$ cat config.mk
export PLATFORM = sky130hd
export DESIGN_NAME = mem_port_arbiter
export DESIGN_NICKNAME = d
export VERILOG_FILES = /design/src/rtl/mem_port_arbiter.sv
export SDC_FILE = /design/constraint.sdc
export NUM_CORES = 1
export LEC_CHECK = 0
export BUFFER_PORTS_ARGS = -buffer_cell sky130_fd_sc_hd__buf_2
export CORE_ASPECT_RATIO = 0.5
export CORE_MARGIN = 1.5
export CORE_UTILIZATION = 40
export CTS_CLUSTER_SIZE = 40
export DETAILED_ROUTE_END_ITERATION = 16
export GPL_TIMING_DRIVEN = 0
export PLACE_DENSITY = 0.71
export SLEW_MARGIN = 40
export SYNTH_ARGS = -nofsm -noshare
export SYNTH_HDL_FRONTEND = slang
export SYNTH_SLANG_ARGS = --single-unit
export TNS_END_PERCENT = 100
$ cat constraint.sdc
create_clock -name clk -period 3.52 [get_ports clk]
set_input_delay 0.176 -clock clk [delete_from_list [all_inputs] [get_ports clk]]
set_output_delay 0.176 -clock clk [all_outputs]
set_load 0.03 [all_outputs]
$ cat src/rtl/mem_port_arbiter.sv
// Arbitrates instruction-fetch (I) and load/store (D) requesters onto one memory port.
// Uses a 4-state FSM. The memory command is registered, and each access ends with a one-cycle valid pulse.
module mem_port_arbiter #(
  parameter int ADDR_W       = 32,
  parameter int DATA_W       = 32,
  parameter int STARVE_LIMIT = 4
) (
  input  logic                clk,
  input  logic                reset,
  input  logic                i_req,
  input  logic [ADDR_W-1:0]   i_addr,
  output logic                i_valid,
  output logic [DATA_W-1:0]   i_rdata,
  input  logic                d_req,
  input  logic                d_we,
  input  logic [DATA_W/8-1:0] d_mask,
  input  logic [ADDR_W-1:0]   d_addr,
  input  logic [DATA_W-1:0]   d_wdata,
  output logic                d_valid,
  output logic [DATA_W-1:0]   d_rdata,
  output logic                mem_req,
  output logic                mem_we,
  output logic [DATA_W/8-1:0] mem_mask,
  output logic [ADDR_W-1:0]   mem_addr,
  output logic [DATA_W-1:0]   mem_wdata,
  input  logic                mem_gnt,
  input  logic                mem_rvalid,
  input  logic [DATA_W-1:0]   mem_rdata,
  output logic                stall
);

  localparam int MASK_W = DATA_W / 8;
  localparam int CNT_W  = $clog2(STARVE_LIMIT + 1);
  localparam logic [CNT_W-1:0] CNT_MAX = CNT_W'(STARVE_LIMIT);
  localparam logic OWN_I = 1'b0;
  localparam logic OWN_D = 1'b1;

  typedef enum logic [1:0] {
    S_IDLE,
    S_CMD,
    S_RESP,
    S_DONE
  } state_t;

  state_t              state_q, state_d;
  logic                owner_q, owner_d;
  logic [CNT_W-1:0]    starve_q, starve_d;
  logic                mem_req_q, mem_req_d;
  logic                mem_we_q, mem_we_d;
  logic [MASK_W-1:0]   mem_mask_q, mem_mask_d;
  logic [ADDR_W-1:0]   mem_addr_q, mem_addr_d;
  logic [DATA_W-1:0]   mem_wdata_q, mem_wdata_d;
  logic [DATA_W-1:0]   i_rdata_q, i_rdata_d;
  logic [DATA_W-1:0]   d_rdata_q, d_rdata_d;

  logic i_elig, d_elig, arb_en, grant_i, grant_d;
  logic unused_addr_bits;

  // The memory is word addressed; the low address bits carry no information for it.
  assign unused_addr_bits = ^{i_addr[1:0], d_addr[1:0]};

  assign i_valid   = (state_q == S_DONE) && (owner_q == OWN_I);
  assign d_valid   = (state_q == S_DONE) && (owner_q == OWN_D);
  assign i_rdata   = i_rdata_q;
  assign d_rdata   = d_rdata_q;
  assign mem_req   = mem_req_q;
  assign mem_we    = mem_we_q;
  assign mem_mask  = mem_mask_q;
  assign mem_addr  = mem_addr_q;
  assign mem_wdata = mem_wdata_q;

  // Stall is held low while reset is asserted, so that every output reads zero during reset.
  assign stall = reset & ((i_req & ~i_valid) | (d_req & ~d_valid));

  // A requester whose valid is pulsing has just been served and cannot win again in that cycle.
  always_comb begin
    i_elig  = i_req & ~i_valid;
    d_elig  = d_req & ~d_valid;
    arb_en  = (state_q == S_IDLE) || (state_q == S_DONE);
    grant_i = arb_en & i_elig & (~d_elig | (starve_q == CNT_MAX));
    grant_d = arb_en & d_elig & ~grant_i;
  end

  always_comb begin
    state_d     = state_q;
    owner_d     = owner_q;
    starve_d    = starve_q;
    mem_req_d   = mem_req_q;
    mem_we_d    = mem_we_q;
    mem_mask_d  = mem_mask_q;
    mem_addr_d  = mem_addr_q;
    mem_wdata_d = mem_wdata_q;
    i_rdata_d   = i_rdata_q;
    d_rdata_d   = d_rdata_q;

    case (state_q)
      S_IDLE, S_DONE: state_d = S_IDLE;
      S_CMD: begin
        if (mem_gnt) begin
          mem_req_d = 1'b0;
          state_d   = mem_we_q ? S_DONE : S_RESP;
        end
      end
      S_RESP: begin
        if (mem_rvalid) begin
          if (owner_q == OWN_D) d_rdata_d = mem_rdata;
          else                  i_rdata_d = mem_rdata;
          state_d = S_DONE;
        end
      end
      default: state_d = S_IDLE;
    endcase

    if (grant_i || grant_d) begin
      state_d   = S_CMD;
      owner_d   = grant_d ? OWN_D : OWN_I;
      mem_req_d = 1'b1;
      if (grant_d) begin
        mem_addr_d = {d_addr[ADDR_W-1:2], 2'b00};
      end else begin
        mem_addr_d = {i_addr[ADDR_W-1:2], 2'b00};
      end
      if (grant_d && d_we) begin
        mem_we_d    = 1'b1;
        mem_mask_d  = d_mask;
        mem_wdata_d = d_wdata;
      end else begin
        mem_we_d    = 1'b0;
        mem_mask_d  = '1;
        mem_wdata_d = '0;
      end
    end

    // I is counted as waiting while D owns the port or while arbitration passes it over.
    if (grant_i) begin
      starve_d = '0;
    end else if (i_req && ((state_q == S_IDLE) || (owner_q == OWN_D))) begin
      if (starve_q != CNT_MAX) starve_d = starve_q + CNT_W'(1);
    end
  end

  always_ff @(posedge clk or negedge reset) begin
    if (!reset) begin
      state_q     <= S_IDLE;
      owner_q     <= OWN_I;
      starve_q    <= '0;
      mem_req_q   <= 1'b0;
      mem_we_q    <= 1'b0;
      mem_mask_q  <= '0;
      mem_addr_q  <= '0;
      mem_wdata_q <= '0;
      i_rdata_q   <= '0;
      d_rdata_q   <= '0;
    end else begin
      state_q     <= state_d;
      owner_q     <= owner_d;
      starve_q    <= starve_d;
      mem_req_q   <= mem_req_d;
      mem_we_q    <= mem_we_d;
      mem_mask_q  <= mem_mask_d;
      mem_addr_q  <= mem_addr_d;
      mem_wdata_q <= mem_wdata_d;
      i_rdata_q   <= i_rdata_d;
      d_rdata_q   <= d_rdata_d;
    end
  end

endmodule

# Word level (Yosys, flattened, before mapping)
# Index checks and enable logic that the tools add are counted.
[word_totals] output_inout_bits=137 wordCells=66 register_bits=140
[classes] mux=16 n_eq_ne=7 n_addsub=1 reduce_logical=18 bitwise_logic=14
[ops] cell="two-way mux 32 bit" n=2
[ops] cell="two-way mux 3 bit" n=3
[ops] cell="inequality test 3 bit, second input constant" n=3
[ops] cell="nonzero test 2 bit" n=4
[ops] cell="bitwise AND 1 bit" n=7
[ops] cell="two-way mux 1 bit" n=6
[ops] cell="two-way mux 2 bit" n=3
[ops] cell="one-hot mux 2 bit (3 select lines)" n=1
[ops] cell="AND reduction 2 bit" n=3
[ops] cell="AND reduction 3 bit" n=2
[ops] cell="NOT 1 bit" n=5
[ops] cell="== test 2 bit, second input constant" n=2
[ops] cell="logical AND 1 bit" n=4
[ops] cell="two-way mux 4 bit" n=1
[ops] cell="adder 3 x 1 -> 3 bit, second input constant" n=1
[ops] cell="== test 3 bit, second input constant" n=1
[ops] cell="logical OR 1 bit" n=3
[ops] cell="== test 2 x 1 -> 1 bit, second input constant" n=1
[ops] cell="logical NOT 2 bit" n=1
[ops] cell="bitwise OR 1 bit" n=2
[ops] cell="OR reduction 2 bit" n=1

# Logic depth before layout (Yosys ltp)
[logic_depth] ltp_word=12 ltp_mapped=8 depth_no_buf=6

# Least setup slack after synthesis
# OpenSTA, ideal clock, no wires.
[synth_path] path_kind="reg-to-reg" startpoint="reg state_q[0]" endpoint="reg mem_wdata_q[3] (netlist: mem_wdata[3])" synth_period_minus_slack_ps=1959 path_stages_with_launch=9 setup_slack_ps=1561 arrival_time_ps=1838 path_buffers=2 cell_sequence="dfrtp_1 -> ha_1 -> or2b_2 -> inv_2 -> o311a_4 -> and2_1 -> buf_6 -> buf_6 -> a22o_1"
[synth_rtl] element="from (decl)" line_no="45" text="state_t state_q, state_d;"
[synth_rtl] element="from (signal assigned)" line_no="155" text="state_q <= state_d;"
[synth_rtl] element="== test 2 bit *" line_no="62" text="assign i_valid = (state_q == S_DONE) && (owner_q == OWN_I);"
[synth_rtl] element="logical AND 1 bit *" line_no="62"
[synth_rtl] element="net i_valid" line_no="12" text="output logic i_valid,"
[synth_rtl] element="NOT 1 bit *" line_no="77" text="i_elig = i_req & ~i_valid;"
[synth_rtl] element="bitwise AND 1 bit *" line_no="77"
[synth_rtl] element="bitwise AND 1 bit * (2 in a row)" line_no="80" text="grant_i = arb_en & i_elig & (~d_elig | (starve_q == CNT_MAX));"
[synth_rtl] element="NOT 1 bit" line_no="81" text="grant_d = arb_en & d_elig & ~grant_i;"
[synth_rtl] element="bitwise AND 1 bit" line_no="81"
[synth_rtl] element="logical AND 1 bit" line_no="123" text="if (grant_d && d_we) begin"
[synth_rtl] element="two-way mux 32 bit" line_no="123"
[synth_rtl] element="to (signal assigned)" line_no="162" text="mem_wdata_q <= mem_wdata_d;"
[synth_rtl] element="to (decl)" line_no="52" text="logic [DATA_W-1:0] mem_wdata_q, mem_wdata_d;"
# The timed path passes the listed nets; every way through them passes the cells marked *.
# A chain may end at the register's enable or synchronous reset.

# Final worst setup path
[layout_path] startpoint="reg state_q[0]" endpoint="out stall"
[layout_via] elab_chain_cells=6
[layout_lines] element="== test 2 bit *" line_no="62, 63"
[layout_lines] element="logical AND 1 bit (on tied branches)" line_no="62, 63"
[layout_lines] element="NOT 1 bit" line_no="73" text="assign stall = reset & ((i_req & ~i_valid) | (d_req & ~d_valid));"
[layout_lines] element="bitwise AND 1 bit" line_no="73"
[layout_lines] element="bitwise OR 1 bit *" line_no="73"
[layout_lines] element="bitwise AND 1 bit *" line_no="73"
[layout_lines] element="to (decl)" line_no="29" text="output logic stall"
# Mark *: on every way between the ends. The rest lies on a longest branch, timed or not.

==> impl_results.md <==
- Final nets: 924
- Routed via count: 4801
- Critical path required time: 3.34 ns
- Crit path max-delay family: buffers and inverters
- Worst path max stage delay: 0.41 ns
- Fmax: 403.3 MHz
- Most frequent cells in the layout: 275 x buf_2, 138 x dfrtp_1, 70 x nand2_1, 64 x mux2_2, 44 x dlygate4sd3_1
- Wire per inst: 15.49 um
- Max-Cap Viols: 0
- First-pass GRT wire length: 23.96 mm
- Total GRT Usage: 0.2092
- Drt first pass iters: 4
- CP Buf/Inv Count: 2
- Clock Skew: 0.01153 ns
- CTS tree: yes
- Avg Inst Size Synth: 12.56 sq um
- Congestion Overflow GR: 0
- Clock H-tree levels: 4
- I/O Buffers: 269
- Synth warn: 0
- Number of synthesized flops with an enable pin: 0
- Final setup vio count: 0
- Largest net degree at the start of global routing: 51
- Vias in the first global route: 4651
- Worst-case clock buffer depth: 2
- RSZ-0062 raised after global routing: no
- Setup tns final: 0 ns
- Slowest cell on crit path: dfrtp_1
- Post-CTS sizing: 0
- Yosys top cell area share: 0.6194
- DRT iter0 DRCs: 253
- Slew HR: 0.6031
- Crit path kind: flop to output port
- Ordered cell list for the critical path: ha_1 -> or2b_2 -> a21o_1 -> clkbuf_1 -> o211a_1 -> buf_2
- Final hold vios: 0
- Most common cell after layout, fill and taps aside: buf_2
- Leakage power: 4.182 nW
- Share of post-route cells with drive strength above 1: 0.4823
- Pwr per Cell Area: 1101 nW/um^2
- Initial antenna violation count: 0
- Register area share after synthesis: 0.6194
- Worst Max-Slew Pin Slew: 0.5953 ns
- Worst-path clk slew: 0.06 ns
- Via density: 4.879
- Fin crit share: 0.7045
- Min Clock Period, post-route: 2.480 ns
- Synth top area cells: dfrtp_1 62%, mux2_2 13%, a22o_1 5.0%
- Distinct cells, synth: 36
- Kind of path behind the tightest hold check: input port to flop
- Clock Tree Root: clkbuf_16
- Setup crit end kind: output port
- Cell taking the most area after synthesis: dfrtp_1
- Worst-skew pair later-pin latency: 0.41 ns
- DRC viols: 0
- Area of the multi-input gates: 1926 sq um
- CP arrival: 2.30 ns
- Yosys reg bits: 138
- Drt total wl: 15.24 mm
- Rows: 30
- Cts bufs inserted: 17
- Area growth syn-to-layout: 48.61%
- ANT cells: 0
- Initial Util: 0.4103
- Hold WS: 0.01164 ns
- Mapped Cells: 444
- Startpoint Class: flop
- Footprint of the flip-flops and latches: 3453 sq um
- TritonCTS Sinks: 138
- Final ANT Viol Nets: 0
- Die Y: 86.48 um
- Dpl hpwl: 10.71 mm
- Slew Limit Fails: 0
- Cell Area, Synth: 5575 sq um
- Status: complete, no violations
- Core ar.: 13590 sq um
- Max IR drop VDD: 0.0004106 V
- Die ar.: 14700 sq um
- Share of async-settable or async-resettable flops after synthesis: 1.000
- Filler cells: 1093
- I/O pins: 276
- GP Congestion: 0.8109
- CP Max Fanout: 10
- Main synth FF type: dfrtp_1
- Die W: 170.0 um
==> worst register-to-register path, delay by kind of cell, from the launching register on <==
family,cells,cell delay [ns]
DFF,1,0.41
adders and majority gates,1,0.24
buffers and inverters,2,0.50
AOI/OAI and AO/OA,2,0.68
and+or+nand+nor,2,0.32
==> path summary, 6_finish.rpt <==
kind                                              start                   endpoint  slack (ns)  cells after the start
worst max register to register   state_q[0]$_DFFE_PN0P_   mem_addr[28]$_DFFE_PN0P_        1.29                      7
worst min-delay path                        d_wdata[22]  mem_wdata[22]$_DFFE_PN0P_        0.01                      2
worst min register to register  d_rdata[11]$_DFFE_PN0P_    d_rdata[11]$_DFFE_PN0P_        0.50                      1
max in group asynchronous                         reset     i_rdata[6]$_DFFE_PN0P_        2.41                      4
min in group asynchronous                         reset    i_rdata[22]$_DFFE_PN0P_        0.27                      2
worst max-delay path             state_q[0]$_DFFE_PN0P_                      stall        1.04                      6
==> power by group <==
group / internal, W / switching (W) / total [W]
combinational: 0.00152 / 0.00299 / 0.00451
clock: 0.00113 / 0.000724 / 0.00186
sequential: 0.00237 / 0.000393 / 0.00276
total: 0.00502 / 0.00410 / 0.00913
==> cells by family after synthesis <==
group	Yosys count	synth area share
muxes	65	0.1311
AOI/OAI and AO/OA	113	0.1414
buffers and inverters	41	0.03590
other	1	0.0006726
adders and majority gates	6	0.01346
and+or+nand+nor	79	0.05655
DFF	138	0.6194
xor gates and xnor gates	1	0.001571
==> synthesized netlist by cell type (2+ instances only) <==
library cell	count
dfrtp_1	138
nand2_1	70
mux2_2	64
a21oi_1	33
a22o_1	32
a31oi_1	30
clkbuf_1	15
inv_1	9
buf_2	7
ha_1	6
buf_6	4
o22a_1	4
a21o_1	3
buf_1	3
and2_1	2
buf_4	2
nor2_1	2
o22ai_1	2
==> what timing repair did <==
action | in CTS | in global routing
setup endpoints to repair | 0 | 0
hold buffers | 41 | 3
hold endpoints to repair | 91 | 4
setup buffers | 0 | 0
==> metrics by stage <==
step | power [W] | std cells | cell area, sq um | setup slack [ns] | utilization
2_1_floorplan | 0.005875 | 445 | 5579 | 1.561 | -
3_3_place_gp | 0.007158 | 906 | 7166 | 0.2303 | 0.5273
3_5_place_dp | 0.007260 | 908 | 7231 | 1.319 | 0.5321
4_1_cts | 0.009171 | 981 | 8255 | 1.024 | 0.6076
5_1_grt | 0.009659 | 984 | 8285 | 0.9110 | 0.6098
6_report | 0.009125 | 984 | 8285 | 1.040 | 0.6098
==> final cells by class <==
type / instances / area share
clock inverter: 14 / 0.02235
sequential: 138 / 0.4168
tap: 192 / 0.02899
inverter: 10 / 0.004530
timing repair buffer: 315 / 0.2235
multi-input combinational: 266 / 0.2324
buffer: 31 / 0.01963
clock buffer: 18 / 0.05180
==> metal layers <==
metal  up-vias  global-route usage  wire length [um]
met5         -                   0                 0
met4         0             0.08608               270
met3        20             0.04384               626
met2       161              0.3525              7618
met1      2360              0.2664              6723
li1       2260                   -                 -
==> registers in the layout (all words and copies together) (netlist names) <==
register and flops:
mem_req 1, mem_addr 30, mem_wdata 32, starve_q 3, mem_we 1, owner_q 1, mem_mask 4, d_rdata 32
i_rdata 32, state_q 2
(Power assumes the default switching activity.)
